[src/rtl/lsu_pkg.sv]
// Shared LSU definitions: funct3 width/sign codes, FSM states, byte-lane masks.
// Pure declarations and helpers; no storage, no latency.
// No flow control here; consumers handle their own handshakes.
package lsu_pkg;

  localparam logic [2:0] F3_B  = 3'b000;
  localparam logic [2:0] F3_H  = 3'b001;
  localparam logic [2:0] F3_W  = 3'b010;
  localparam logic [2:0] F3_BU = 3'b100;
  localparam logic [2:0] F3_HU = 3'b101;

  // Byte-lane masks for an access that starts at lane 0.
  localparam logic [3:0] MASK_B = 4'b0001;
  localparam logic [3:0] MASK_H = 4'b0011;
  localparam logic [3:0] MASK_W = 4'b1111;

  typedef enum logic [1:0] {
    ST_IDLE,
    ST_REQ,
    ST_WAIT,
    ST_RESP
  } lsu_state_e;

  // Legal = known width code, naturally aligned, and stores only use signed codes.
  function automatic logic lsu_legal(input logic wen, input logic [2:0] f3,
                                     input logic [1:0] off);
    logic ok;
    ok = 1'b0;
    case (f3)
      F3_B, F3_BU: ok = 1'b1;
      F3_H, F3_HU: ok = ~off[0];
      F3_W:        ok = (off == 2'b00);
      default:     ok = 1'b0;
    endcase
    if (wen && f3[2]) ok = 1'b0;
    return ok;
  endfunction

  // Lane-0 mask for the access width encoded in funct3[1:0].
  function automatic logic [3:0] lsu_width_mask(input logic [2:0] f3);
    logic [3:0] m;
    case (f3[1:0])
      2'b00:   m = MASK_B;
      2'b01:   m = MASK_H;
      default: m = MASK_W;
    endcase
    return m;
  endfunction

endpackage

[src/rtl/lsu_load_align.sv]
// Load alignment: shifts the addressed byte lane down and sign/zero extends.
// Purely combinational, zero latency.
// No flow control; result is valid whenever the inputs are.
module lsu_load_align
  import lsu_pkg::*;
#(
  parameter int XLEN = 32
) (
  input  logic [XLEN-1:0] rdata_i,
  input  logic [1:0]      off_i,
  input  logic [2:0]      funct3_i,
  output logic [XLEN-1:0] data_o
);

  logic [XLEN-1:0] shifted;

  assign shifted = rdata_i >> {off_i, 3'b000};

  // Pick the access width and extend according to the signedness bit.
  always_comb begin
    data_o = '0;
    case (funct3_i)
      F3_B:    data_o = {{(XLEN-8){shifted[7]}}, shifted[7:0]};
      F3_H:    data_o = {{(XLEN-16){shifted[15]}}, shifted[15:0]};
      F3_W:    data_o = shifted;
      F3_BU:   data_o = {{(XLEN-8){1'b0}}, shifted[7:0]};
      F3_HU:   data_o = {{(XLEN-16){1'b0}}, shifted[15:0]};
      default: data_o = '0;
    endcase
  end

endmodule

[src/rtl/lsu_mem_initiator.sv]
// LSU memory master: one load/store from EXU to the synchronous data SRAM, result to WBU.
// Latency accept->out_valid: load 3, store 2, illegal/misaligned 1 cycle.
// Single outstanding request; in_ready drops until the response handshake completes.
module lsu_mem_initiator
  import lsu_pkg::*;
#(
  parameter int XLEN   = 32,
  parameter int MASK_W = 8
) (
  input  logic              clk,
  input  logic              rst,
  input  logic              in_valid,
  output logic              in_ready,
  input  logic              in_wen,
  input  logic [2:0]        in_funct3,
  input  logic [XLEN-1:0]   in_addr,
  input  logic [XLEN-1:0]   in_wdata,
  output logic              out_valid,
  input  logic              out_ready,
  output logic [XLEN-1:0]   out_rdata,
  output logic              out_err,
  output logic [XLEN-1:0]   mem_raddr,
  output logic [XLEN-1:0]   mem_waddr,
  output logic [MASK_W-1:0] mem_wmask,
  output logic              mem_r_en,
  output logic              mem_w_en,
  output logic [XLEN-1:0]   mem_wdata,
  input  logic [XLEN-1:0]   mem_rdata
);

  lsu_state_e      state_q, state_d;
  logic            wen_q;
  logic [2:0]      f3_q;
  logic [XLEN-1:0] addr_q;
  logic [XLEN-1:0] wdata_q;
  logic [XLEN-1:0] rdata_q, rdata_d;
  logic            err_q, err_d;

  logic            accept;
  logic            req_legal;
  logic [XLEN-1:0] load_data;
  logic [3:0]      wmask4;

  assign accept    = (state_q == ST_IDLE) && in_valid;
  assign req_legal = lsu_legal(in_wen, in_funct3, in_addr[1:0]);

  lsu_load_align #(.XLEN(XLEN)) u_load_align (
    .rdata_i  (mem_rdata),
    .off_i    (addr_q[1:0]),
    .funct3_i (f3_q),
    .data_o   (load_data)
  );

  // State register; reset aborts any in-flight request and drops the strobes.
  always_ff @(posedge clk or posedge rst) begin
    if (rst) state_q <= ST_IDLE;
    else     state_q <= state_d;
  end

  // Next state: illegal requests skip memory and go straight to the response.
  always_comb begin
    state_d = state_q;
    case (state_q)
      ST_IDLE: if (in_valid) state_d = req_legal ? ST_REQ : ST_RESP;
      ST_REQ:  state_d = wen_q ? ST_RESP : ST_WAIT;
      ST_WAIT: state_d = ST_RESP;
      ST_RESP: if (out_ready) state_d = ST_IDLE;
      default: state_d = ST_IDLE;
    endcase
  end

  // Outputs decoded from state and the latched request.
  always_comb begin
    in_ready  = 1'b0;
    out_valid = 1'b0;
    out_rdata = '0;
    out_err   = 1'b0;
    mem_r_en  = 1'b0;
    mem_w_en  = 1'b0;
    wmask4    = 4'b0000;
    case (state_q)
      ST_IDLE: in_ready = 1'b1;
      ST_REQ: begin
        mem_r_en = ~wen_q;
        mem_w_en = wen_q;
        if (wen_q) wmask4 = lsu_width_mask(f3_q) << addr_q[1:0];
      end
      ST_RESP: begin
        out_valid = 1'b1;
        out_rdata = rdata_q;
        out_err   = err_q;
      end
      default: ;
    endcase
  end

  assign mem_raddr = {addr_q[XLEN-1:2], 2'b00};
  assign mem_waddr = {addr_q[XLEN-1:2], 2'b00};
  assign mem_wdata = wdata_q << {addr_q[1:0], 3'b000};
  assign mem_wmask = {{(MASK_W-4){1'b0}}, wmask4};

  // Result/error next values: cleared on accept and after the response handshake.
  always_comb begin
    rdata_d = rdata_q;
    err_d   = err_q;
    if (accept) begin
      rdata_d = '0;
      err_d   = ~req_legal;
    end else if (state_q == ST_WAIT) begin
      rdata_d = load_data;
    end else if ((state_q == ST_RESP) && out_ready) begin
      rdata_d = '0;
      err_d   = 1'b0;
    end
  end

  // Request latch on accept, plus the result/error registers.
  always_ff @(posedge clk or posedge rst) begin
    if (rst) begin
      wen_q   <= 1'b0;
      f3_q    <= 3'b000;
      addr_q  <= '0;
      wdata_q <= '0;
      rdata_q <= '0;
      err_q   <= 1'b0;
    end else begin
      if (accept) begin
        wen_q   <= in_wen;
        f3_q    <= in_funct3;
        addr_q  <= in_addr;
        wdata_q <= in_wdata;
      end
      rdata_q <= rdata_d;
      err_q   <= err_d;
    end
  end

endmodule
[config.mk]
export PLATFORM = sky130hd
export DESIGN_NAME = lsu_mem_initiator
export DESIGN_NICKNAME = d
export VERILOG_FILES = /design/src/rtl/lsu_pkg.sv /design/src/rtl/lsu_load_align.sv /design/src/rtl/lsu_mem_initiator.sv
export SDC_FILE = /design/constraint.sdc
export NUM_CORES = 1
export LEC_CHECK = 0
export ABC_AREA = 0
export BUFFER_PORTS_ARGS = -buffer_cell sky130_fd_sc_hd__buf_2
export CORE_MARGIN = 2
export CORE_UTILIZATION = 45
export CTS_BUF_LIST = sky130_fd_sc_hd__clkbuf_16
export DETAILED_ROUTE_END_ITERATION = 8
export GPL_TIMING_DRIVEN = 0
export PLACE_DENSITY = 0.75
export SYNTH_ARGS = -nofsm -noshare
export SYNTH_HDL_FRONTEND = slang
export SYNTH_HIERARCHICAL = 1
export SYNTH_SLANG_ARGS = --single-unit
export TNS_END_PERCENT = 50
[constraint.sdc]
create_clock -name clk -period 4.34 [get_ports clk]
set_input_delay 0.651 -clock clk [delete_from_list [all_inputs] [get_ports clk]]
set_output_delay 0.651 -clock clk [all_outputs]
set_load 0.02 [all_outputs]
After elaboration in Yosys (flattened, before gate mapping)
Cells that the tools add are included.

Bits in registers: 103. Input bits: 104. Output and inout port bits: 141. Logic and storage cells: 67.

Equality and inequality tests: 15. Shifts and indexed selects: 3. Muxes and demuxes: 25. Bitwise logic cells: 3. Reduce and logical (&&, ||, !) cells: 14.

Operator list (count): 32-bit case mux with 5 select lines (1); 32-bit 2-to-1 mux (4); 32-bit by 5-bit << shifter with 32-bit output (1); 32-bit by 5-bit right shift with 32-bit output (1); 4-bit 2-to-1 mux (4); 3-bit == test (second input constant) (4); 1-bit 2-to-1 mux (10); 2-bit case mux with 4 select lines (1); 4-bit case mux with 2 select lines (1); 3-bit by 1-bit == test with 1-bit output (second input constant) (2); 3-bit by 2-bit == test with 1-bit output (second input constant) (2); 2-bit logical NOT (3); 3-bit logical NOT (2); 2-bit 2-to-1 mux (3); 2-bit inequality test (second input constant) (3); 2-bit by 1-bit == test with 1-bit output (second input constant) (2); 2-bit == test (second input constant) (2); 2-bit AND reduction (2); 2-bit OR reduction (2); 4-bit by 2-bit << shifter with 4-bit output (1); 1-bit logical AND (3); 1-bit NOT (3); 1-bit case mux with 3 select lines (1); 3-bit nonzero test (1); 2-bit nonzero test (1).

Depth between registers and ports, before layout
Gate-level depths: netlist of run 1.

Depth in word-level cells: 7. Gate-level depth with buffers: 7.

Modules after synthesis
Netlist of run 1, hierarchy kept.

By module, submodules not included: lsu_mem_initiator (times used 1, cells each 444, area each 5243.8 sq um, seq. area each 2577.5 sq um); lsu_load_align (times used 1, cells each 109, area each 803.3 sq um, seq. area each 0.0 sq um).

Worst setup path after synthesis of run 1
Ideal clock, no wire load.

Path kind: reg2out. Start: reg addr_q[1]. End: out mem_wmask[2]. Arrival: 1.496 ns. Required time: 3.689 ns. Path slack: 2.193 ns. Stages on the path, launching flop included: 5. Path buffers: 2. Cells stage by stage: dfrtp_1 > buf_2 > buf_2 > a211oi_1 > a211oi_1.

Longest elaborated chain between the ends: 3.

Ends and longest elaborated chain: start, declared (line lsu_mem_initiator.sv:34) `logic [XLEN-1:0] addr_q;`; start signal, assigned (line lsu_mem_initiator.sv:130) `addr_q <= in_addr;`; 4-bit by 2-bit << shifter with 4-bit output (line lsu_mem_initiator.sv:86) `if (wen_q) wmask4 = lsu_width_mask(f3_q) << addr_q[1:0];`; 4-bit 2-to-1 mux (line lsu_mem_initiator.sv:86); 4-bit 2-to-1 mux (line lsu_mem_initiator.sv:81) `case (state_q)`; end, declared (line lsu_mem_initiator.sv:24) `output logic [MASK_W-1:0] mem_wmask,`.

Every way passes these cells.

Final worst setup path of run 1
Start: reg addr_q[1]. End: out mem_wdata[11].

Longest elaborated chain between the ends: 1.

Ends and longest elaborated chain: 32-bit by 5-bit << shifter with 32-bit output (line lsu_mem_initiator.sv:99) `assign mem_wdata = wdata_q << {addr_q[1:0], 3'b000};`; end, declared (line lsu_mem_initiator.sv:27) `output logic [XLEN-1:0] mem_wdata,`.

Every way passes these cells.

==> results of run 1 <==
[metal layers]
| layer | routed length [um] | global-route usage, % | up-vias |
|---|---|---|---|
| li1 | - | - | 2401 |
| met1 | 6840 | 29.6 | 2368 |
| met2 | 7890 | 37.6 | 198 |
| met3 | 1130 | 4.37 | 36 |
| met4 | 513 | 10.1 | 0 |
| met5 | 0 | 0 | - |
[worst paths after layout]
kind                                              from                      end
max in group asynchronous                          rst  rdata_q[23]$_DFFE_PP0P_
worst min-delay path                               rst   addr_q[26]$_DFFE_PP0P_
worst min register to register  rdata_q[8]$_DFFE_PP0P_   rdata_q[8]$_DFFE_PP0P_
worst max register to register     f3_q[0]$_DFFE_PP0P_  rdata_q[23]$_DFFE_PP0P_
worst max-delay path             addr_q[1]$_DFFE_PP0P_            mem_wdata[11]
min in group clk                rdata_q[8]$_DFFE_PP0P_   rdata_q[8]$_DFFE_PP0P_
[cells in the final DEF (no fill, tap or decap), drive strengths merged, types with 2 or more instances in the layout]
cell type    n
clkbuf      19
mux2        70
dfrtp      103
o2bb2ai      6
o21ai       27
a22o        33
a211oi      24
nand2       21
ha           5
clkinv       5
and2        43
inv          8
conb         8
nor2b       20
mux2i       35
a21o         7
nor2        11
buf        332
nand3b       2
nand2b       3
nor3         4
a21oi       10
[cell type report]
cell class	instances	area [um2]	area share, %
clock buffers	9	225	2.89
repair buffers	237	1210	15.5
plain buffers	105	726	9.32
multi-input cells	344	2740	35.2
inverters	8	32.5	0.418
flip-flops and latches	103	2580	33.1
well taps	176	220	2.83
clock inverters	6	52.6	0.675
[stage by stage]
step / TNS (ns) / worst slack, ns / util [%] / hold WS [ns] / total power [W]
final: 0 / 1.60 / 59.0 / 0.371 / 0.00655
after global routing: 0 / 1.50 / 59.0 / 0.416 / 0.00698
after CTS: 0 / 1.62 / 59.0 / 0.387 / 0.00659
after detailed placement: 0 / 2.01 / 56.9 / 0.488 / 0.00579
after global placement: -17.93 / -0.180 / 56.7 / 0.482 / 0.00569
after floorplan: 0 / 0.985 / - / 0.464 / 0.00464
[logic make-up (layout without fill, tap and decap cells)]
logic type	after synthesis	after routing	share of synthesized area, %
compound gates	118	118	14.8
fa+ha+maj	5	5	1.03
buf+inv	113	365	12.5
flops	103	103	42.6
mux	105	105	18.8
other cells	1	8	0.0620
simple gates	108	108	10.2
[state kept, by name, summed over array words and instances (netlist names)]
signal,count
wen_q,1
rdata_q,32
err_q,1
state_q,2
wdata_q,32
f3_q,3
addr_q,32
[power by group]
group	internal (W)	total (W)	switching, W
sequential	0.00141	0.00180	0.000388
clock	0.000437	0.000775	0.000338
combinational	0.00178	0.00398	0.00220
total	0.00363	0.00655	0.00292
[worst max-delay path, cell delays in order, from the launching register on]
cell and delay [ns]:
dfrtp_1 0.60, buf_2 0.37, clkbuf_1 0.43, nor2_1 0.16, buf_2 0.19
==> flow_summary.json, run 1 <==
{
  "drive_above_1_share_pct": 51.2,
  "grt_max_degree": 59,
  "async_flop_share_pct": 100,
  "slew_headroom_pct": 51.3,
  "cp-start-kind": "flop",
  "cp_data_arrival_time_ns": 2.09,
  "synth_top_cell_area_share_pct": 42.6,
  "synth.largest_area_cell": "dfrtp_1",
  "yosys_warnings": 6,
  "synth.most_common_cell": "dfrtp_1",
  "cp-end-kind": "output pin",
  "stdcell_area_um2": 7780,
  "ys_seq_area_share_pct": 42.6,
  "dp_hpwl_mm": 13.1,
  "grt_usage_pct": 23.0,
  "drc": 0,
  "dieWidth_um": 120,
  "num_antenna_cells": 0,
  "synthToLayoutAreaGrowth_pct": 28.7,
  "clk_pin_slew_ns": 0.07,
  "hold_buffers": 0,
  "die-height_um": 120,
  "clk_latency_ns": 0.35,
  "postCtsSetupBuffers": 0,
  "drv_slew": 0,
  "worstPathRequired_ns": 3.69,
  "tritoncts": "yes",
  "run_status": "finished, final reports clean",
  "initial_core_util_pct": 45.8,
  "drtAntennaViolNets": 0,
  "r2r_setup_slack_ns": 2.44,
  "rr_worst_depth": 5,
  "core_area_um2": 13200,
  "synth-edff-count": 0,
  "netlist_top_cells_area": "dfrtp_1 (43%), mux2_2 (11%), buf_4 (8.8%), mux2i_1 (5.8%), a22o_1 (4.8%)",
  "synth_common_cells": "dfrtp_1 (103), buf_4 (71), mux2_2 (61)",
  "cts_buffers": 9,
  "ys_ff_latch": 103,
  "dpl_cell_area_um2": 7500,
  "power.leakage_nw": 4.10,
  "root_buffer": "clkbuf_16",
  "vias": 5003,
  "detail_route.wl_per_cell_um": 16.6,
  "peakVddDrop_mv": 0.420,
  "max_cap_violations": 0,
  "period_minus_slack_ns": 2.74,
  "rsz0062_at_grt": "no",
  "htreeDepth": 3,
  "grt_pass1_vias": 5032,
  "hold_class": "input port to async pin",
  "finClkSkew_ns": 0.00818,
  "dieArea_um2": 14400,
  "instances_no_fill": 988,
  "antenna_found_initial": 1,
  "worstMarginPinSlew_ns": 0.724,
  "gp_congestion": 0.916,
  "syn_area_um2": 6050,
  "rows": 42,
  "clockBufferDepth": 2,
  "postCtsResizedCells": 0,
  "powerDensity_nw_per_um2": 842,
  "nNetsFinal": 917,
  "ys_types": 47,
  "cp_max_fo": 11,
  "hold_viol": 0,
  "setup_viol": 0,
  "via_per_inst": 5.06,
  "grt.overflow.total": 0,
  "port_buffers": 236,
  "n_fill_cell": 1118,
  "clock-sinks": 103,
  "layout_worst_path_cycle_share_pct": 63.2,
  "dp_cells": 973,
  "drt_iter0_markers": 257,
  "ios": 245,
  "syn_avg_cell_area_um2": 10.9,
  "path_class": "flop to output pin",
  "totalWireLength_mm": 16.4,
  "grt_pass1_wl_mm": 25.9,
  "netlist_instances": 553,
  "synth_ff_type": "dfrtp_1",
  "dr.pass1.iters": 4,
  "max_clock_freq_mhz": 364
}
Power figures use the tool's default switching activity.
==> run 2: changes to the inputs <==
==> constraint.sdc (replaced) <==
create_clock -name clk -period 2.6 [get_ports clk]
set_input_delay 0.39 -clock clk [delete_from_list [all_inputs] [get_ports clk]]
set_output_delay 0.39 -clock clk [all_outputs]
set_load 0.02 [all_outputs]
==> flow_summary.json, run 2 (same netlist as run 1, synthesis figures left out) <==
{
  "critPathBufInv": 3,
  "finalSetupTns_ns": 0,
  "multiInputGateArea_um2": 2740,
  "via_per_inst": 5.08,
  "hold_ws_ns": 0.165,
  "dieWidth_um": 120,
  "period_minus_slack_ns": 2.38,
  "synthToLayoutAreaGrowth_pct": 28.8,
  "worstPathRequired_ns": 2.21,
  "clockBufferDepth": 2,
  "grt_pass1_wl_mm": 25.9,
  "drv_slew": 0,
  "gp_congestion": 0.914,
  "ios": 245,
  "drive_above_1_share_pct": 51.6,
  "setup_viol": 0,
  "critPathSlowestCell": "dfrtp_2",
  "cp_max_fo": 11,
  "path_class": "flop to output pin",
  "cp-start-kind": "flop",
  "power.leakage_nw": 4.10,
  "drt_iter0_markers": 238,
  "die-height_um": 120,
  "worstReg2RegStart": "addr_q[0]$_DFFE_PP0P_",
  "grt_usage_pct": 23.1,
  "cp_data_arrival_time_ns": 1.99,
  "rows": 42,
  "rsz0062_at_grt": "no",
  "rr_worst_depth": 6,
  "grt_max_degree": 40,
  "postCtsResizedCells": 0,
  "clk_latency_ns": 0.35,
  "hold_class": "input port to async pin",
  "postCtsSetupBuffers": 0,
  "finClkSkew_ns": 0.00829,
  "dieArea_um2": 14400,
  "vias": 5028,
  "core_area_um2": 13200,
  "grt_pass1_vias": 5003,
  "layout_common_cells": "buf_2 (252), dfrtp_1 (102), buf_4 (71), mux2_2 (61), and2_1 (42)",
  "totalWireLength_mm": 16.9,
  "tritoncts": "yes",
  "r2r-end": "rdata_q[16]$_DFFE_PP0P_",
  "hold_buffers": 0,
  "drtAntennaViolNets": 0,
  "worstMarginPinSlew_ns": 0.737,
  "critical_path.top_delay_family": "buffers and inverters",
  "max_clock_freq_mhz": 420,
  "path_depth": 5,
  "root_buffer": "clkbuf_16",
  "initial_core_util_pct": 45.8,
  "clock-sinks": 103,
  "dp_hpwl_mm": 13.5,
  "critPathCapture": "mem_wdata[29]",
  "htreeDepth": 3,
  "cts_buffers": 9,
  "cp-end-kind": "output pin",
  "num_antenna_cells": 0,
  "regArea_um2": 2580,
  "startpoint": "addr_q[1]$_DFFE_PP0P_",
  "crit_chain": "buf_2 -> buf_2 -> a211oi_1 -> a21oi_1 -> buf_2",
  "hold_viol": 0,
  "nNetsFinal": 918,
  "clk_pin_slew_ns": 0.07,
  "max_cap_violations": 0,
  "critPathMaxStageDelay_ns": 0.53,
  "final_common_cell": "buf_2",
  "slew_headroom_pct": 50.7,
  "r2r_setup_slack_ns": 0.71,
  "run_status": "finished, final reports clean",
  "n_fill_cell": 1181,
  "fin_util_pct": 59.0,
  "powerDensity_nw_per_um2": 1400,
  "reg_top3": "addr_q (32), rdata_q (32), wdata_q (32)",
  "detail_route.wl_per_cell_um": 17.0,
  "drc": 0,
  "peakVddDrop_mv": 0.735,
  "antenna_found_initial": 0,
  "grt.overflow.total": 0,
  "dr.pass1.iters": 4,
  "port_buffers": 236,
  "path_common_cell": "buf_2",
  "layout_worst_path_cycle_share_pct": 91.7
}
-- run 2: cell count changes in the layout (fill, tap and decap cells not counted), sizes merged --
cell and change:
clkinv -3, bufinv -1, clkinvlp +3, inv +2, buf +1
-- run 2: routing by layer --
| metal | part of all wire [%] | vias to the layer above | global-route usage, % |
|---|---|---|---|
| li1 | - | 2391 | - |
| met1 | 42 | 2427 | 30.4 |
| met2 | 48 | 174 | 37.1 |
| met3 | 5.9 | 36 | 4.23 |
| met4 | 3.3 | 0 | 10.6 |
| met5 | 0 | - | 0 |
-- run 2: worst min-delay path by stage --
stage                                  startpoint                       to  slack (ns)  cells past startpoint
after CTS                                     rst   addr_q[27]$_DFFE_PP0P_        0.18                      2
after floorplan            rdata_q[0]$_DFFE_PP0P_   rdata_q[0]$_DFFE_PP0P_        0.46                      1
after global placement    rdata_q[23]$_DFFE_PP0P_  rdata_q[23]$_DFFE_PP0P_        0.48                      1
after detailed placement  rdata_q[30]$_DFFE_PP0P_  rdata_q[30]$_DFFE_PP0P_        0.48                      1
final                                         rst   addr_q[27]$_DFFE_PP0P_        0.17                      2
after global routing                          rst   addr_q[27]$_DFFE_PP0P_        0.20                      2
-- run 2: cell type report --
type,instances,area share (%)
clock inverter,7,0.530
inverter,8,0.434
timing repair buffer,238,15.7
buffer,105,9.33
multi-input combinational,344,35.2
sequential,103,33.1
tap,176,2.83
clock buffer,9,2.89
-- run 2: report_power, final --
group          total [W]  internal (W)  switching (W)
registers        0.00300       0.00236       0.000647
logic            0.00669       0.00298        0.00371
clock network    0.00123      0.000642       0.000587
total             0.0109       0.00598        0.00494
-- run 2: worst register-to-register path: cells and delay by family (launching register included) --
kind,cells,cell delay [ns]
AOI/OAI and AO/OA,3,0.61
DFF,1,0.41
muxes,1,0.40
and+or+nand+nor,1,0.19
buffers and inverters,1,0.16
-- run 2: per-stage QoR --
stage | instance area [um2] | setup slack [ns] | total power, W | instances
5_1_grt | 7790 | 0.130 | 0.0116 | 990
3_3_place_gp | 7480 | 0.308 | 0.00956 | 972
2_1_floorplan | 6080 | 0.714 | 0.00774 | 560
3_5_place_dp | 7520 | 0.455 | 0.00972 | 974
4_1_cts | 7780 | 0.0507 | 0.0110 | 990
6_report | 7790 | 0.217 | 0.0109 | 990
